## src/rtl/cmp_operand_loader.sv

```systemverilog
// cmp_operand_loader: assembles two OP_W-bit operands from a WORD_W-bit
// valid/ready word stream (least-significant word first), holds them stable
// on cmp_a/cmp_b for the external less-than comparator, captures its result
// and offers it to the consumer on a valid/ready handshake.
module cmp_operand_loader #(
  parameter int WORD_W = 32,
  parameter int OP_W   = 128
) (
  input  logic              clk,
  input  logic              rst_n,
  input  logic              flush,
  input  logic              in_valid,
  output logic              in_ready,
  input  logic [WORD_W-1:0] in_data,
  output logic [OP_W-1:0]   cmp_a,
  output logic [OP_W-1:0]   cmp_b,
  input  logic              cmp_lt,
  output logic              res_valid,
  input  logic              res_ready,
  output logic              res_lt
);

  localparam int NWORDS = OP_W / WORD_W;
  localparam int IDX_W  = (NWORDS > 1) ? $clog2(NWORDS) : 1;
  localparam logic [IDX_W-1:0] IDX_LAST = IDX_W'(NWORDS - 1);

  typedef enum logic [1:0] {
    LOAD_A  = 2'd0,
    LOAD_B  = 2'd1,
    COMPARE = 2'd2,
    RESULT  = 2'd3
  } state_e;

  state_e            state_q, state_d;
  logic [IDX_W-1:0]  idx_q, idx_d;
  logic [OP_W-1:0]   cmp_a_q, cmp_a_d;
  logic [OP_W-1:0]   cmp_b_q, cmp_b_d;
  logic              res_valid_q, res_valid_d;
  logic              res_lt_q, res_lt_d;
  logic              in_ready_s;
  logic              word_accept_s;

  // State register: all flops, asynchronously cleared by rst_n.
  always_ff @(posedge clk or negedge rst_n) begin
    if (!rst_n) begin
      state_q     <= LOAD_A;
      idx_q       <= '0;
      cmp_a_q     <= '0;
      cmp_b_q     <= '0;
      res_valid_q <= 1'b0;
      res_lt_q    <= 1'b0;
    end else begin
      state_q     <= state_d;
      idx_q       <= idx_d;
      cmp_a_q     <= cmp_a_d;
      cmp_b_q     <= cmp_b_d;
      res_valid_q <= res_valid_d;
      res_lt_q    <= res_lt_d;
    end
  end

  // Next-state and datapath: word placement, compare capture, result handshake; flush wins.
  always_comb begin
    state_d     = state_q;
    idx_d       = idx_q;
    cmp_a_d     = cmp_a_q;
    cmp_b_d     = cmp_b_q;
    res_valid_d = res_valid_q;
    res_lt_d    = res_lt_q;
    if (flush) begin
      // Abort: a word offered this cycle is dropped and any pending result discarded.
      state_d     = LOAD_A;
      idx_d       = '0;
      cmp_a_d     = '0;
      cmp_b_d     = '0;
      res_valid_d = 1'b0;
      res_lt_d    = 1'b0;
    end else begin
      case (state_q)
        LOAD_A: begin
          if (word_accept_s) begin
            cmp_a_d[idx_q*WORD_W +: WORD_W] = in_data;
            if (idx_q == IDX_LAST) begin
              idx_d   = '0;
              state_d = LOAD_B;
            end else begin
              idx_d = idx_q + IDX_W'(1);
            end
          end else begin
            idx_d = idx_q;
          end
        end
        LOAD_B: begin
          if (word_accept_s) begin
            cmp_b_d[idx_q*WORD_W +: WORD_W] = in_data;
            if (idx_q == IDX_LAST) begin
              idx_d   = '0;
              state_d = COMPARE;
            end else begin
              idx_d = idx_q + IDX_W'(1);
            end
          end else begin
            idx_d = idx_q;
          end
        end
        COMPARE: begin
          // Operands have been stable for a full cycle; capture the comparator.
          res_lt_d    = cmp_lt;
          res_valid_d = 1'b1;
          state_d     = RESULT;
        end
        RESULT: begin
          if (res_valid_q && res_ready) begin
            res_valid_d = 1'b0;
            state_d     = LOAD_A;
          end else begin
            state_d = RESULT;
          end
        end
        default: begin
          state_d     = LOAD_A;
          idx_d       = '0;
          res_valid_d = 1'b0;
        end
      endcase
    end
  end

  // Output decode: in_ready follows the loading states; everything else is a flop.
  always_comb begin
    in_ready_s = 1'b0;
    case (state_q)
      LOAD_A:  in_ready_s = 1'b1;
      LOAD_B:  in_ready_s = 1'b1;
      COMPARE: in_ready_s = 1'b0;
      RESULT:  in_ready_s = 1'b0;
      default: in_ready_s = 1'b0;
    endcase
    word_accept_s = in_valid && in_ready_s;
    in_ready      = in_ready_s;
    cmp_a         = cmp_a_q;
    cmp_b         = cmp_b_q;
    res_valid     = res_valid_q;
    res_lt        = res_lt_q;
  end

endmodule

```

## config.mk

```make
export PLATFORM = sky130hd
export DESIGN_NAME = cmp_operand_loader
export DESIGN_NICKNAME = d
export VERILOG_FILES = /design/src/rtl/cmp_operand_loader.sv
export SDC_FILE = /design/constraint.sdc
export NUM_CORES = 1
export LEC_CHECK = 0
export CORE_UTILIZATION = 53
export DETAILED_ROUTE_END_ITERATION = 8
export HOLD_SLACK_MARGIN = 0.12
export PLACE_DENSITY = 0.85
export SYNTH_ARGS = -nofsm -noshare
export SYNTH_HDL_FRONTEND = slang
export SYNTH_SLANG_ARGS = --single-unit
export TNS_END_PERCENT = 50
```

## constraint.sdc

```tcl
create_clock -name clk -period 6 [get_ports clk]
set_input_delay 0.9 -clock clk [delete_from_list [all_inputs] [get_ports clk]]
set_output_delay 0.9 -clock clk [all_outputs]
set_load 0.005 [all_outputs]
```

### After elaboration in Yosys (flattened, before gate mapping)

Cells that the tools add are included.

| storage, ports and cells | value |
|---|---|
| register bits after elaboration | 262 |
| word-level logic and storage cells | 60 |
| memory bits (read-only) | 0 |
| input bits | 38 |
| memory bits (writable) | 0 |
| memories | 0 |
| latch bits | 0 |

| operators by class | value |
|---|---|
| bitwise operators | 0 |
| shift-type cells | 2 |
| reductions and logical operators | 16 |
| add/sub/neg operators | 2 |
| multipliers | 0 |
| divide/modulo/power cells | 0 |
| order comparisons | 0 |
| equality and inequality tests | 9 |
| multiplexer cells | 25 |

Operators with widths:

| cell | count |
|---|---|
| $mux 128 | 6 |
| $bwmux 128 | 2 |
| $shift 32x34->128 const A | 1 |
| $shiftx 32x34->128 | 1 |
| $neg 7->34 | 1 |
| $mux 2 | 10 |
| $ne 3x3->1 const B | 5 |
| $reduce_bool 2->1 | 5 |
| $pmux 2 s4 | 1 |
| $reduce_and 2->1 | 4 |
| $eq 2x2->1 const B | 3 |
| $mux 1 | 4 |
| $pmux 1 s2 | 2 |
| $reduce_and 4->1 | 1 |
| $reduce_or 2->1 | 2 |
| $reduce_bool 3->1 | 1 |
| $add 2x1->2 const B | 1 |
| $eq 2x1->1 const B | 1 |
| $logic_and 1x1->1 | 2 |
| $logic_not 2->1 | 1 |

### Logic depth before layout (Yosys ltp)

| depth | value |
|---|---|
| word-level depth | 7 |
| mapped depth | 8 |
| mapped depth without buffers | 5 |

### Worst setup path before layout

No wires, ideal clock.

| timing | value |
|---|---|
| kind | input-to-reg |
| start | input port flush |
| end | register cmp_a_q[64], in the netlist cmp_a[64] |
| setup time | 0.125 ns |
| path slack | 3.836 ns |
| arrival time | 2.039 ns |
| cell stages on the path | 5 |
| path through | buf_6 -> buf_2 -> a21oi_1 -> buf_2 -> mux2_2 |

| between the ends | value |
|---|---|
| word-level cells in the longest chain between the ends | 2 |

Ends and longest elaborated chain:

| what | line | RTL |
|---|---|---|
| start, declared | 11 | `input logic flush,` |
| $reduce_bool 2->1 (no source line) | n/a |  |
| $reduce_and 2->1 (no source line) | n/a |  |
| end signal, assigned | 55 | `cmp_a_q <= cmp_a_d;` |
| end, declared | 36 | `logic [OP_W-1:0] cmp_a_q, cmp_a_d;` |

Several ways; a longest one is shown, not always the timed one.
A chain may end at the register's enable or synchronous reset.

### Final worst setup path

| timing | value |
|---|---|
| start | register idx_q[0] |
| end | register cmp_b_q[43], in the netlist cmp_b[43] |

| between the ends | value |
|---|---|
| word-level cells in the longest chain between the ends | 6 |

Ends and longest elaborated chain:

| what | line | RTL |
|---|---|---|
| start, declared | 35 | `logic [IDX_W-1:0] idx_q, idx_d;` |
| start signal, assigned | 54 | `idx_q <= idx_d;` |
| $neg 7->34 * | 95 | `cmp_b_d[idx_q*WORD_W +: WORD_W] = in_data;` |
| $shiftx 32x34->128 or $shift 32x34->128 (tied branches) | 95 |  |
| $bwmux 128 * | 95 |  |
| $mux 128 * | 94 | `if (word_accept_s) begin` |
| $mux 128 * | 79 | `case (state_q)` |
| $mux 128 * | 70 | `if (flush) begin` |
| end signal, assigned | 56 | `cmp_b_q <= cmp_b_d;` |
| end, declared | 37 | `logic [OP_W-1:0] cmp_b_q, cmp_b_d;` |

Mark *: on every way between the ends. The rest lies on a longest branch, timed or not. The select of a mux whose other input is x is not followed.

==> results.cfg <==
[cts]
cts_tree = built
clk_latency_ps = 530
post_cts_resized = 0
ctsHoldBuffers = 0
clkTransAtPathRegs_ps = 60
cts_setup_buffers = 0
h-tree-depth = 1
clock-sinks = 262
root_buffer = clkbuf_16
cts-buffers-inserted = 27
cts_buffer_depth = 3

[floorplan]
core.rowCount = 52
die_area_sq_mm = 0.0217
initial_core_util_pct = 54.7
num_io_pins = 297
core_area_sq_mm = 0.0204
die_w_um = 147
die_height_um = 147

[synth]
post-synth-top-area-cell = dfrtp_1
async_reset_ff_share_pct = 100
synth_compound_area_share_pct = 0.728
yosysMostFrequentCell = dfrtp_1
avgSynthCellArea_sq_um = 12.7
synth_top_family_by_area = multiplexers
synth_top_area_share_pct = 58.7
syn-num-nets = 923
syn_inst = 879
synth-simple-area-share_pct = 9.73
synth-edff-count = 0
ys_top_cells_by_area = dfrtp_1 (59%), mux2_2 (18%), mux2_1 (8.3%)
synthMuxAreaShare_pct = 26.0
ys_seq_elements = 262
synth-adder-area-share_pct = 0.672
netlist-cell-type-count = 31
syn_area_sq_mm = 0.0112
synthTopCellsByCount = dfrtp_1 (262), mux2_2 (174), nand2_1 (98)
yosys_most_used_dff = dfrtp_1
synth-xor-area-share_pct = 0.157
yosysSeqAreaShare_pct = 58.7
synth_warnings = 0

[grt]
grt_use_total_pct = 29.8
antenna_found_initial = 0
first_global_vias = 8469
grt_max_degree = 139
grt_pass1_wl_um = 49500
gr-total-overflow = 0

[sta]
maxSlewHeadroom_pct = 32.5
setup_viol = 0
fin_crit_sh_pct = 50.2
hold_viol = 0
whs_ps = 416
fmax_mhz = 332
worst_pin_slew_ps = 1010
setup_tns_ps = 0
layout_setup_ws_ps = 2990
period_minus_slack_ps = 3010
rsz0062_at_grt = false
drv_slew = 0
finClkSkew_ps = 6.83

[layout]
antenna_cells = 0
design_area_sq_mm = 0.0152
nets = 1199
fillers = 1355
drive_above_1_share_pct = 21.2
area_growth_pct = 36.2

[min_path]
min_path_type = in -> async

[power]
peakVddDrop_v = 0.000224
p_per_area_mw_per_mm2 = 255
leakage_uw = 0.00716

[detailed_routing]
dr.pass1.iters = 5
post_drt_via_cell_ratio = 5.60
dr_total_vias = 8088
drc_errors = 0
wl_per_cell_um = 21.9
drt.antenna.violating_nets = 0
drt_wl_total_um = 31700
drtIter0Drc = 393

[setup_path]
path_cells = inv_1 -> ha_2 -> nand4bb_2 -> buf_4 -> nor2_1 -> mux2_2
worstSetupPathType = reg -> reg
crit_arrival_ps = 3420
cp_slowest_cell = ha_2
critical_path_buf_inv_count = 2
critPathMaxStageDelay_ps = 830
required_ps = 6410
rr_worst_depth = 6
startpoint_type = register
path_delay_family = adder cells
cp_max_fo = 38
endpoint_kind = register
crit_cells = 6

[job]
maxCapViolations = 0

[placed_design]
hpwl_um = 21300
gp_congestion = 0.794
portBuffers = 296
place_ws_ps = 2790
post_dp_cell_area_sq_mm = 0.0144

[status]
run_status = completed
==> per-layer routing <==
layer	GRT usage (%)	wire length, um	vias up
li1	-	-	3553
met1	38.0	12600	4141
met2	50.4	15600	334
met3	7.83	2690	60
met4	8.04	772	0
met5	0	0	-
==> worst register-to-register path, cell delays in order (launching register included) <==
cell and delay [ps]:
dfrtp_1 510, inv_1 160, ha_2 830, nand4bb_2 550, buf_4 400, nor2_1 170
mux2_2 280
==> cell families (layout without fill, tap and decap cells) <==
kind of cell | Yosys count | count (layout)
flip-flops | 262 | 262
multiplexers | 258 | 258
XOR/XNOR | 2 | 2
buffers and inverters | 96 | 392
AND/OR/NAND/NOR | 243 | 243
AO/OA/AOI/OAI | 12 | 12
adder cells (fa/ha/maj) | 6 | 6
==> power breakdown <==
part | internal, uW | switching [uW] | total, uW
registers | 1800 | 23.4 | 1830
clock network | 950 | 675 | 1620
logic | 174 | 256 | 430
total | 2930 | 954 | 3880
==> sequential cells by signal (all words and copies together), names as in the netlist <==
| register | cells |
|---|---|
| cmp_a | 128 |
| cmp_b | 128 |
| idx_q | 2 |
| res_lt | 1 |
| res_valid | 1 |
| state_q | 2 |
==> cells in the final DEF, fill, tap and decap left out, types with 2 or more instances in the layout <==
master and instances:
clkdlybuf4s50_1 295, dfrtp_1 262, mux2_2 174, nand2_1 98, mux2_1 82, nor2_1 68
inv_1 34, nor4_1 31, nor3_1 31, clkbuf_16 27, buf_4 12, clkinv_2 10
a21oi_4 8, clkbuf_1 6, nand2b_2 3, a21oi_1 3, ha_1 3, ha_2 3
clkbuf_8 3, nor2b_1 2, mux2i_1 2, bufinv_16 2
==> worst paths after layout <==
| kind | to | slack (ps) | start |
|---|---|---|---|
| worst max-delay path | cmp_b[43] | 2990 | idx_q[0] |
| worst min-delay path | cmp_a[33] | 420 | rst_n |
| worst max register to register | cmp_b[43] | 2990 | idx_q[0] |
| worst min register to register | cmp_b[11] | 490 | cmp_b[11] |
| max in group asynchronous | cmp_b[46] | 4340 | rst_n |
| min in group clk | cmp_b[11] | 490 | cmp_b[11] |
==> through the flow <==
step | cells | power [uW] | utilization, %
global route | 1445 | 4020 | 74.5
CTS | 1445 | 3900 | 74.5
finish | 1445 | 3880 | 74.5
global placement | 1396 | 2280 | 70.3
detailed placement | 1396 | 2290 | 70.3
floorplan | 879 | 2060 | -
==> layout make-up <==
class                   instances  area (sq um)  area share (%)
clock buffers                  36           739            4.86
well taps                     270           338            2.22
repair buffers                309          3080            20.2
multi-input cells             521          4260            28.0
flip-flops and latches        262          6560            43.1
clock inverters                13           119           0.781
inverters                      34           128           0.839
No activity file was read; power rests on OpenSTA's default activity.
